===== src/rtl/ram_arbiter.sv =====
// Two-port round-robin arbiter sequencing shared accesses to one synchronous single-port RAM.
// Each access runs grant (IDLE) -> ACC (RAM edge) -> CAP (read data capture), then a one-cycle ack.
module ram_arbiter #(
    parameter int AW = 9,
    parameter int DW = 12
) (
    input  logic          clk,
    input  logic          rstn,
    // Handshake: a port raises req with addr/we/wdata valid; they are sampled only on the
    // grant edge. ack pulses for exactly one cycle when the access is done (rdata valid then
    // for reads). A request seen together with its own ack is not eligible for a new grant.
    input  logic          req_a,
    input  logic          we_a,
    input  logic [AW-1:0] addr_a,
    input  logic [DW-1:0] wdata_a,
    output logic          ack_a,
    output logic [DW-1:0] rdata_a,
    input  logic          req_b,
    input  logic          we_b,
    input  logic [AW-1:0] addr_b,
    input  logic [DW-1:0] wdata_b,
    output logic          ack_b,
    output logic [DW-1:0] rdata_b,
    output logic          busy,
    output logic          ram_cs,
    output logic          ram_rw,
    output logic [AW-1:0] ram_addr,
    output logic [DW-1:0] ram_din,
    input  logic [DW-1:0] ram_dout,
    output logic [1:0]    dbg_state_o
);

    localparam logic [1:0] IDLE = 2'd0;
    localparam logic [1:0] ACC  = 2'd1;
    localparam logic [1:0] CAP  = 2'd2;

    logic [1:0]    state_q, state_d;
    logic          ptr_q, ptr_d;     // 0: A has priority, 1: B has priority
    logic          win_q, win_d;     // 0: A owns the access, 1: B
    logic          rd_q, rd_d;
    logic          cs_q, cs_d;
    logic          rw_q, rw_d;
    logic [AW-1:0] addr_q, addr_d;
    logic [DW-1:0] din_q, din_d;
    logic          ack_a_q, ack_a_d;
    logic          ack_b_q, ack_b_d;
    logic [DW-1:0] rdata_a_q, rdata_a_d;
    logic [DW-1:0] rdata_b_q, rdata_b_d;
    logic          busy_q, busy_d;

    logic elig_a, elig_b, pick_b;

    always_comb begin
        elig_a = req_a & ~ack_a_q;
        elig_b = req_b & ~ack_b_q;
        pick_b = elig_b & (~elig_a | ptr_q);

        state_d   = state_q;
        ptr_d     = ptr_q;
        win_d     = win_q;
        rd_d      = rd_q;
        cs_d      = cs_q;
        rw_d      = rw_q;
        addr_d    = addr_q;
        din_d     = din_q;
        ack_a_d   = 1'b0;
        ack_b_d   = 1'b0;
        rdata_a_d = rdata_a_q;
        rdata_b_d = rdata_b_q;

        case (state_q)
            IDLE: begin
                if (elig_a || elig_b) begin
                    win_d   = pick_b;
                    ptr_d   = ~pick_b;
                    addr_d  = pick_b ? addr_b : addr_a;
                    din_d   = pick_b ? wdata_b : wdata_a;
                    rw_d    = pick_b ? ~we_b : ~we_a;
                    rd_d    = pick_b ? ~we_b : ~we_a;
                    cs_d    = 1'b1;
                    state_d = ACC;
                end
            end
            ACC: begin
                cs_d    = 1'b0;
                rw_d    = 1'b1;
                state_d = CAP;
            end
            CAP: begin
                if (win_q) begin
                    ack_b_d = 1'b1;
                    if (rd_q) rdata_b_d = ram_dout;
                end else begin
                    ack_a_d = 1'b1;
                    if (rd_q) rdata_a_d = ram_dout;
                end
                state_d = IDLE;
            end
            default: begin
                cs_d    = 1'b0;
                rw_d    = 1'b1;
                state_d = IDLE;
            end
        endcase

        busy_d = (state_d != IDLE);
    end

    always_ff @(posedge clk or negedge rstn) begin
        if (!rstn) begin
            state_q   <= IDLE;
            ptr_q     <= 1'b0;
            win_q     <= 1'b0;
            rd_q      <= 1'b0;
            cs_q      <= 1'b0;
            rw_q      <= 1'b1;
            addr_q    <= '0;
            din_q     <= '0;
            ack_a_q   <= 1'b0;
            ack_b_q   <= 1'b0;
            rdata_a_q <= '0;
            rdata_b_q <= '0;
            busy_q    <= 1'b0;
        end else begin
            state_q   <= state_d;
            ptr_q     <= ptr_d;
            win_q     <= win_d;
            rd_q      <= rd_d;
            cs_q      <= cs_d;
            rw_q      <= rw_d;
            addr_q    <= addr_d;
            din_q     <= din_d;
            ack_a_q   <= ack_a_d;
            ack_b_q   <= ack_b_d;
            rdata_a_q <= rdata_a_d;
            rdata_b_q <= rdata_b_d;
            busy_q    <= busy_d;
        end
    end

    assign ram_cs      = cs_q;
    assign ram_rw      = rw_q;
    assign ram_addr    = addr_q;
    assign ram_din     = din_q;
    assign ack_a       = ack_a_q;
    assign ack_b       = ack_b_q;
    assign rdata_a     = rdata_a_q;
    assign rdata_b     = rdata_b_q;
    assign busy        = busy_q;
    assign dbg_state_o = state_q;

endmodule


===== config.mk =====
export PLATFORM = sky130hd
export DESIGN_NAME = ram_arbiter
export DESIGN_NICKNAME = d
export VERILOG_FILES = /design/src/rtl/ram_arbiter.sv
export SDC_FILE = /design/constraint.sdc
export NUM_CORES = 1
export LEC_CHECK = 0
export BUFFER_PORTS_ARGS = -buffer_cell sky130_fd_sc_hd__buf_2
export CAP_MARGIN = 15
export CORE_MARGIN = 2
export CORE_UTILIZATION = 40
export CTS_CLUSTER_SIZE = 30
export DETAILED_ROUTE_END_ITERATION = 6
export PLACE_DENSITY_LB_ADDON = 0.2
export SLEW_MARGIN = 15
export SYNTH_ARGS = -nofsm -noshare
export SYNTH_HDL_FRONTEND = slang
export SYNTH_SLANG_ARGS = --single-unit

===== constraint.sdc =====
create_clock -name clk -period 1.3 [get_ports clk]
set_input_delay 0.325 -clock clk [delete_from_list [all_inputs] [get_ports clk]]
set_output_delay 0.325 -clock clk [all_outputs]
set_load 0.1 [all_outputs]

Word-level counts from Yosys, hierarchy flattened
Cells that the tools add are included.
Widths: inputs -> output; s select.
- flip-flop bits (word level): 55
- bits of input ports: 60
- output and inout port bits: 52
- word-level logic and storage cells: 48
- equality and inequality tests: 3
- multiplexer cells: 13
- bitwise logic cells: 12
- reductions and logical operators: 7
- operator list (operator ; number):
    $mux 12 ; 1
    $mux 9 ; 1
    $not 1->1 ; 8
    $mux 1 ; 7
    $reduce_and 3->1 ; 2
    $pmux 1 s2 ; 2
    $pmux 2 s2 ; 1
    $reduce_and 2->1 ; 2
    $and 1x1->1 ; 3
    $eq 2x1->1 const B ; 1
    $eq 2x2->1 const B ; 1
    $logic_not 2->1 ; 1
    $mux 2 ; 1
    $ne 2x2->1 const B ; 1
    $reduce_bool 2->1 ; 1
    $logic_or 1x1->1 ; 1
    $or 1x1->1 ; 1

Logic depth before layout (Yosys ltp)
Gate-level depths: netlist of the first run.
- depth after elaboration: 8
- gate-level depth with buffers: 5
- depth with buffers taken out: 4

Worst setup path before layout of the first run
Ideal clock, no wire load.
- path kind: register to register
- from: register state_q[1], in the netlist dbg_state_o[1]
- to: register rdata_a_q[10], in the netlist rdata_a[10]
- setup time: 0.125 ns
- arrival time: 1.950 ns
- data required time: 1.175 ns
- slack: -0.775 ns
- stages on the path, launching flop included: 6
- buffers on the path: 1
- period minus slack after synthesis: 2.075 ns
- cell sequence: dfrtp_1 and2b_1 nand2_1 nor2_1 buf_4 mux2_2
- longest elaborated chain between the ends: 2
- ends and longest elaborated chain (item ; line ; text):
    from (decl) ; 37 ; logic [1:0] state_q, state_d;
    from (signal assigned) ; 125 ; state_q <= state_d;
    $eq 2x2->1 ; 71 ; case (state_q)
    $reduce_and 3->1 (no source line) ; -- ;
    to (signal assigned) ; 135 ; rdata_a_q <= rdata_a_d;
    to (decl) ; 47 ; logic [DW-1:0] rdata_a_q, rdata_a_d;
No other way between the ends.
A chain may end at the register's enable or synchronous reset.

Worst setup path in the final report of the first run
- from: register state_q[1], in the netlist dbg_state_o[1]
- to: register din_q[11], in the netlist ram_din[11]
- longest elaborated chain between the ends: 2
- ends and longest elaborated chain (item ; line ; text):
    $logic_not 2->1 ; 71 ;
    $reduce_and 2->1 (no source line) ; -- ;
    to (signal assigned) ; 132 ; din_q <= din_d;
    to (decl) ; 44 ; logic [DW-1:0] din_q, din_d;
No other way between the ends.

==> impl_metrics.tcl, run 1 <==
set metrics [dict create \
    status "finished with violations" \
    setup_slack_ns -0.308 \
    max_slew_margin_pct 75.9 \
    grt_use_total_pct 21.9 \
    synth_cell_types 26 \
    arrival_ns 1.79 \
    row_count 26 \
    reg2reg_from "dbg_state_o[1]" \
    worstPathMaxFanout 8 \
    vias 1905 \
    io_buffers 111 \
    max_cap_viol_count 0 \
    nFillCells 276 \
    drt_wl_total_um 6730 \
    place.gp.congestion 0.786 \
    netlist_area_um2 2170 \
    drc 0 \
    clk_latency_ns 0.31 \
    htree_levels 2 \
    clock_path_buffers 2 \
    numCtsBuffers 5 \
    cts-root-buf "clkbuf_8" \
    cts.clk_slew.worst_paths_ns 0.09 \
    post-route-cell-area_um2 4160 \
    cts_sinks 55 \
    start_util_pct 41.9 \
    finalSetupTns_ns -12.53 \
    skew_ns 0.00863 \
    finalMaxSlewViolations 0 \
    first_pass_iters 5 \
    violations "hold timing, setup timing" \
    fin_crit_ns 1.61 \
    cts_tree "built" \
    min_period_over_period_pct 124 \
    die_area_um2 6020 \
    place_inst 346 \
    syn_inst 157 \
    setup_viol 55 \
    ant_nets 0 \
    stdcell_count 366 \
    tightest_slew_ns 0.362 \
    area_growth_syn_to_layout_pct 91.8 \
    antenna_found_initial 0 \
    fin_nets 355 \
    crit_required_ns 1.49 \
    hold_viol 1 \
    synth_area_per_cell_um2 13.8 \
    hp-class "in2async" \
    syn_nets 217 \
    drive_gt1_share_pct 64.9 \
    placed_area_um2 3750 \
    rsz0062_at_grt "true" \
    grt_pass1_wl_um 10200 \
    overflow 0 \
    dp_slack_ns -0.314 \
    grt_max_degree 56 \
    crit_type "reg2reg" \
    drtIter0Drc 115 \
    grt_pass1_vias 1993 \
    die_h_um 77.6 \
    startpoint "dbg_state_o[1]" \
    endpoint_kind "flop" \
    num_antenna_cells 0 \
    postCtsHoldBufs 0 \
    timing.fmax_mhz 622 \
    die_w_um 77.6 \
    dp_hpwl_um 4430 \
    ys_seq_elements 55 \
    core_area_um2 5170 \
    hold_slack_ns -0.00150 \
    wl_per_cell_um 18.4 \
    yosysWarnings 0 \
    avgViaCountPerCell 5.20 \
    seq_area_frac_synth_pct 63.6 \
    io-pin-count 112 \
    crit_path_start_kind "flop" \
]
through the flow:
stage / hold slack (ns) / util, %
2_1_floorplan: 0.0294 / -
3_3_place_gp: 0.345 / 72.5
3_5_place_dp: 0.341 / 72.5
4_1_cts: 0.0107 / 78.9
5_1_grt: 0.0106 / 80.4
6_report: -0.00150 / 80.4
flip-flops by register name, summed over array words and instances (netlist names):
register	flops
rdata_a	12
rdata_b	12
ack_b	1
ram_addr	9
busy	1
dbg_state_o	2
ram_din	12
win_q	1
ptr_q	1
ram_rw	1
ram_cs	1
ack_a	1
rd_q	1
synthesized netlist by cell type:
master / number / share of area, %
a21o_1: 2 / 0.69
dfstp_2: 1 / 1.2
and2_1: 1 / 0.29
nand3b_1: 1 / 0.35
dfrtp_1: 54 / 62
or3b_1: 1 / 0.40
nor2b_1: 1 / 0.29
o21ai_0: 3 / 0.69
and2b_2: 1 / 0.40
o21ai_2: 1 / 0.40
inv_1: 23 / 4.0
mux2_2: 25 / 13
buf_2: 4 / 0.92
clkbuf_1: 1 / 0.17
a21o_2: 1 / 0.40
buf_4: 1 / 0.35
and3_4: 1 / 0.52
o21bai_1: 1 / 0.35
and3_1: 1 / 0.29
a222oi_1: 21 / 9.7
buf_6: 2 / 1.0
a21oi_1: 1 / 0.23
nand2_1: 3 / 0.52
and2b_1: 2 / 0.69
nor2_1: 3 / 0.52
nand3_1: 1 / 0.23
cells in the final DEF (no fill, tap or decap), types with 3 or more instances in the layout:
master / Yosys / routed
clkbuf_8: 0 / 5
buf_2: 4 / 59
and2b_2: 1 / 3
mux2_4: 0 / 16
buf_6: 2 / 9
dfrtp_4: 0 / 4
buf_4: 1 / 9
inv_1: 23 / 22
and3_4: 1 / 4
a222oi_1: 21 / 21
dfrtp_1: 54 / 50
mux2_2: 25 / 9
buf_12: 0 / 57
worst max-delay path, stage by stage, from the launching register on:
cell and delay, ns:
dfrtp_4 0.43, buf_6 0.11, nor2_4 0.04, buf_4 0.14, and3_4 0.19, buf_12 0.14, a222oi_1 0.35, inv_1 0.08
routing by layer:
metal,vias to the layer above,routed length (µm),track usage [%]
li1,858,-,-
met5,-,0,0
met2,108,3610,39.6
met3,7,640,7.67
met1,932,2430,24.6
met4,0,57,5.36
final timing paths:
check / cells past startpoint / endpoint / slack (ns)
min in group clk: 3 / ram_addr[0] / 0.22
worst min register to register: 1 / ram_cs / 0.57
worst max register to register: 7 / ram_din[11] / -0.31
worst min-delay path: 2 / ram_din[2] / -0.001
worst max-delay path: 7 / ram_din[11] / -0.31
max in group asynchronous: 2 / ram_rw / 1.02
timing repair:
action,in CTS,in global routing
resized for setup,32,11
pin swaps,9,10
setup endpoints to repair,55,56
setup buffers,5,4
cloned,4,1
endpoints found under the hold margin,0,0
layout make-up:
cell class / instances / area (µm²) / share of cell area (%)
Sequential cell: 55 / 1390 / 33.5
Tap cell: 70 / 87.6 / 2.11
Clock inverter: 1 / 30.0 / 0.722
Timing Repair Buffer: 137 / 1680 / 40.5
Multi-Input combinational cell: 73 / 801 / 19.3
Clock buffer: 7 / 76.3 / 1.84
Inverter: 23 / 86.3 / 2.08
cell families after synthesis:
family | synth area share, %
DFF | 63.6
AOI/OAI and AO/OA | 12.5
and+or+nand+nor | 4.50
buffers and inverters | 6.47
muxes | 13.0
Power of run 1 is not shown: default switching activity piles up to over one toggle a cycle in this logic, so the estimate is an artifact.
==> inputs of run 2 (changes only) <==
==> constraint.sdc (replaced) <==
create_clock -name clk -period 1.3 [get_ports clk]
set_input_delay 0.13 -clock clk [delete_from_list [all_inputs] [get_ports clk]]
set_output_delay 0.13 -clock clk [all_outputs]
set_load 0.1 [all_outputs]
==> run 2 against run 1 <==
The flow finishes with violations (setup timing). Register-to-register slack barely moved. Maximum frequency hardly changed. Flip-flop and latch count unchanged. Sequential share of layout area rose by 7.9 points. Cell count shrank 1.1%. First-iteration DRC count increased by 27%. Non-clock buffer count is 7 lower. Die area stayed put. Critical path type unchanged. Clock-buffer cell count shrank 2. Global-route usage shrank 3.4 points.
==> impl_metrics.tcl, run 2 (synthesized netlist as in run 1, its figures left out) <==
set metrics [dict create \
    core_area_um2 5170 \
    place.gp.congestion 0.737 \
    drtIter0Drc 146 \
    max_slew_margin_pct 67.2 \
    hp-class "in2reg" \
    vias 1843 \
    cts-root-buf "clkbuf_8" \
    numCtsBuffers 5 \
    endpoint_kind "flop" \
    io_buffers 111 \
    grt_max_degree 56 \
    fin_util_pct 65.1 \
    drc 0 \
    antenna_found_initial 0 \
    cts_tree "built" \
    row_count 26 \
    min_period_over_period_pct 124 \
    max_cap_viol_count 0 \
    mostFrequentLayoutCells "107 x buf_2, 50 x dfrtp_1, 22 x inv_1" \
    drive_gt1_share_pct 63.4 \
    timing.fmax_mhz 622 \
    rsz0062_at_grt "true" \
    clk_latency_ns 0.31 \
    grt_pass1_vias 1715 \
    num_antenna_cells 0 \
    arrival_ns 1.80 \
    clock_path_buffers 2 \
    status "finished with violations" \
    cts.clk_slew.worst_paths_ns 0.10 \
    first_pass_iters 6 \
    crit_type "reg2reg" \
    avgViaCountPerCell 5.09 \
    grt_use_total_pct 18.5 \
    worstPathMaxFanout 6 \
    overflow 0 \
    htree_levels 2 \
    skew_ns 0.00592 \
    finalSetupTns_ns -10.40 \
    crit_path_start_kind "flop" \
    grt_pass1_wl_um 8730 \
    dp_hpwl_um 3620 \
    area_growth_syn_to_layout_pct 55.4 \
    regArea_um2 1390 \
    nFillCells 424 \
    start_util_pct 41.9 \
    ant_nets 0 \
    multiInputGateArea_um2 817 \
    hold_viol 0 \
    die_area_um2 6020 \
    violations "setup timing" \
    die_h_um 77.6 \
    die_w_um 77.6 \
    io-pin-count 112 \
    finalMaxSlewViolations 0 \
    final_common_cell "buf_2" \
    drt_wl_total_um 5810 \
    setup_slack_ns -0.309 \
    tightest_slew_ns 0.496 \
    fin_nets 351 \
    cts_sinks 55 \
    crit_required_ns 1.49 \
    setup_viol 51 \
    wl_per_cell_um 16.1 \
    fin_crit_ns 1.61 \
]
run 2: changes by cell type in the layout (fill, tap and decap cells not counted), sizes merged:
| cell | before | now |
|---|---|---|
| bufinv | 1 | 2 |
| dlygate4sd3 | 0 | 1 |
| clkbuf | 9 | 5 |
| and3 | 4 | 5 |
| o21ai | 4 | 6 |
| clkinvlp | 0 | 1 |
| buf | 135 | 129 |
run 2: what timing repair did:
item,in CTS,in global routing
setup endpoints to repair,52,55
hold buffers,1,0
setup buffers,4,3
gates resized for setup,21,21
gates cloned,5,2
endpoints found under the hold margin,54,0
pin swaps,7,11
run 2: path summary, 6_finish.rpt:
| kind | from | endpoint | slack, ns | depth (start not counted) |
|---|---|---|---|---|
| setup / recovery | ack_a | ram_addr[4] | -0.31 | 4 |
| hold / removal | addr_b[2] | ram_addr[2] | 0.03 | 3 |
| setup reg to reg | ack_a | ram_addr[4] | -0.31 | 4 |
| hold reg to reg | ram_cs | ram_cs | 0.50 | 1 |
| max in group asynchronous | rstn | ram_rw | 0.68 | 3 |
| min in group asynchronous | rstn | ram_din[2] | 0.34 | 3 |
run 2: critical path, stage by stage (launching register included):
cell      delay (ns)
dfrtp_4         0.49
or3b_4          0.41
and3_4          0.19
a222oi_1        0.30
inv_1           0.10
run 2: area by class of cell:
| type | instances | area share [%] |
|---|---|---|
| repair buffers | 130 | 25.2 |
| well taps | 70 | 2.60 |
| clock inverters | 3 | 2.01 |
| flip-flops and latches | 55 | 41.4 |
| clock buffers | 5 | 2.04 |
| multi-input cells | 76 | 24.3 |
| inverters | 23 | 2.56 |
run 2: per-layer routing:
| metal | GRT usage (%) | vias up | part of all wire [%] |
|---|---|---|---|
| met3 | 4.53 | 9 | 8.1 |
| met1 | 24.7 | 880 | 43 |
| met4 | 4.29 | 0 | 0.86 |
| met5 | 0 | - | 0 |
| li1 | - | 847 | - |
| met2 | 30.7 | 107 | 48 |
run 2: stage by stage:
step                      hold WS [ns]  instance area (µm²)  worst slack [ns]  cells
after CTS                       0.0195                 3300            -0.275    360
after global routing            0.0324                 3370            -0.352    362
after floorplan                 -0.166                 2220            -0.413    157
final                           0.0303                 3370            -0.309    362
after global placement           0.150                 2970            -0.287    342
after detailed placement         0.151                 2970            -0.313    342
Power of run 2 is left out for the same reason.
==> inputs of run 3 (changes only) <==
Clock period 1.3 ns to 1.95 ns, I/O delays scaled along.
==> run 3 against run 2 <==
The run now ends clean. First-iteration DRC count fell by 9.6%. Critical path type unchanged. Via count shrank 6.5%. Final area fell by 13%. Critical endpoint is now ram_din[7]. Sequential share of layout area rose by 5.7 points. Maximum frequency rose by 1.1%. Critical path depth stayed put.
==> impl_metrics.tcl, run 3 (synthesized netlist as in run 1, its figures left out) <==
set metrics [dict create \
    avgViaCountPerCell 4.98 \
    grt_pass1_wl_um 7980 \
    io_buffers 111 \
    die_h_um 77.6 \
    first_pass_iters 5 \
    place.gp.congestion 0.781 \
    r2r_cells 4 \
    cts_tree "built" \
    area_growth_syn_to_layout_pct 35.5 \
    cts-root-buf "clkbuf_8" \
    nFillCells 434 \
    worstPathMaxFanout 22 \
    drc 0 \
    antenna_found_initial 0 \
    crit_required_ns 2.13 \
    post-cts-setup-buffers 0 \
    startpoint "ack_a" \
    hold_viol 0 \
    endpoint_kind "flop" \
    r2r_slack_ns 0.36 \
    numCtsBuffers 5 \
    grt_max_degree 26 \
    io-pin-count 112 \
    core_area_um2 5170 \
    row_count 26 \
    min_period_over_period_pct 81.6 \
    finalMaxSlewViolations 0 \
    cts.clk_slew.worst_paths_ns 0.09 \
    grt_use_total_pct 16.7 \
    dp_hpwl_um 3700 \
    post-route-cell-area_um2 2940 \
    regToRegEndpoint "ram_din[7]" \
    setup_viol 0 \
    reg2reg_from "ack_a" \
    clock_path_buffers 2 \
    final_common_cell "buf_2" \
    fin_nets 335 \
    status "completed" \
    die_area_um2 6020 \
    ant_nets 0 \
    skew_ns 0.00583 \
    htree_levels 2 \
    vias 1723 \
    mostFrequentLayoutCells "111 x buf_2, 50 x dfrtp_1, 25 x mux2_2" \
    start_util_pct 41.9 \
    finalSetupTns_ns 0 \
    drive_gt1_share_pct 57.6 \
    num_antenna_cells 0 \
    grt_pass1_vias 1678 \
    critPathCapture "ram_din[7]" \
    placed_area_um2 2830 \
    cts_sinks 55 \
    timing.fmax_mhz 628 \
    arrival_ns 1.77 \
    fin_crit_ns 1.59 \
    tightest_slew_ns 0.507 \
    crit_path_start_kind "flop" \
    max_slew_margin_pct 66.4 \
    max_cap_viol_count 0 \
    overflow 0 \
    wl_per_cell_um 14.2 \
    drt_wl_total_um 4910 \
    hp-class "in2reg" \
    crit_type "reg2reg" \
    drtIter0Drc 132 \
    rsz0062_at_grt "false" \
    clk_latency_ns 0.30 \
    die_w_um 77.6 \
]
[run 3: how the worst min path moves through the flow]
stage / startpoint / cells past startpoint / to
after floorplan: rstn / 0 / ack_a
after global placement: rstn / 1 / rdata_b[0]
after detailed placement: rstn / 1 / rdata_b[0]
after CTS: wdata_b[3] / 3 / ram_din[3]
after global routing: wdata_b[3] / 3 / ram_din[3]
final: wdata_b[3] / 3 / ram_din[3]
[run 3: layout make-up]
cell class / count / area, µm² / share of cell area [%]
clock buffers: 8 / 100 / 3.41
repair buffers: 119 / 631 / 21.5
multi-input cells: 71 / 649 / 22.1
well taps: 70 / 87.6 / 2.98
inverters: 23 / 86.3 / 2.94
flip-flops and latches: 55 / 1380 / 47.1
[run 3: what timing repair did]
action,in CTS,in global routing
endpoints found under the hold margin,13,0
hold buffers,1,0
gates resized for setup,0,0
[run 3: routing by layer]
metal | up-vias | routed length [µm] | GRT usage (%)
li1 | 804 | - | -
met1 | 822 | 2060 | 20.1
met2 | 91 | 2270 | 27.0
met3 | 6 | 518 | 7.21
met4 | 0 | 56 | 5.18
met5 | - | 0 | 0
[run 3: worst max-delay path: stages (launching register included)]
cell and delay (ns):
dfrtp_2 0.41, or3b_1 0.39, and3_4 0.27, a222oi_1 0.33, inv_1 0.07
[run 3: through the flow]
step           cells  hold slack, ns  utilization, %  setup slack, ns
3_3_place_gp     337           0.135            54.6            0.430
5_1_grt          346          0.0808            56.8            0.225
6_report         346          0.0960            56.8            0.358
2_1_floorplan    157          -0.101               -            0.171
3_5_place_dp     337           0.139            54.6            0.376
4_1_cts          346          0.0844            56.8            0.372
Power of run 3 is left out for the same reason.
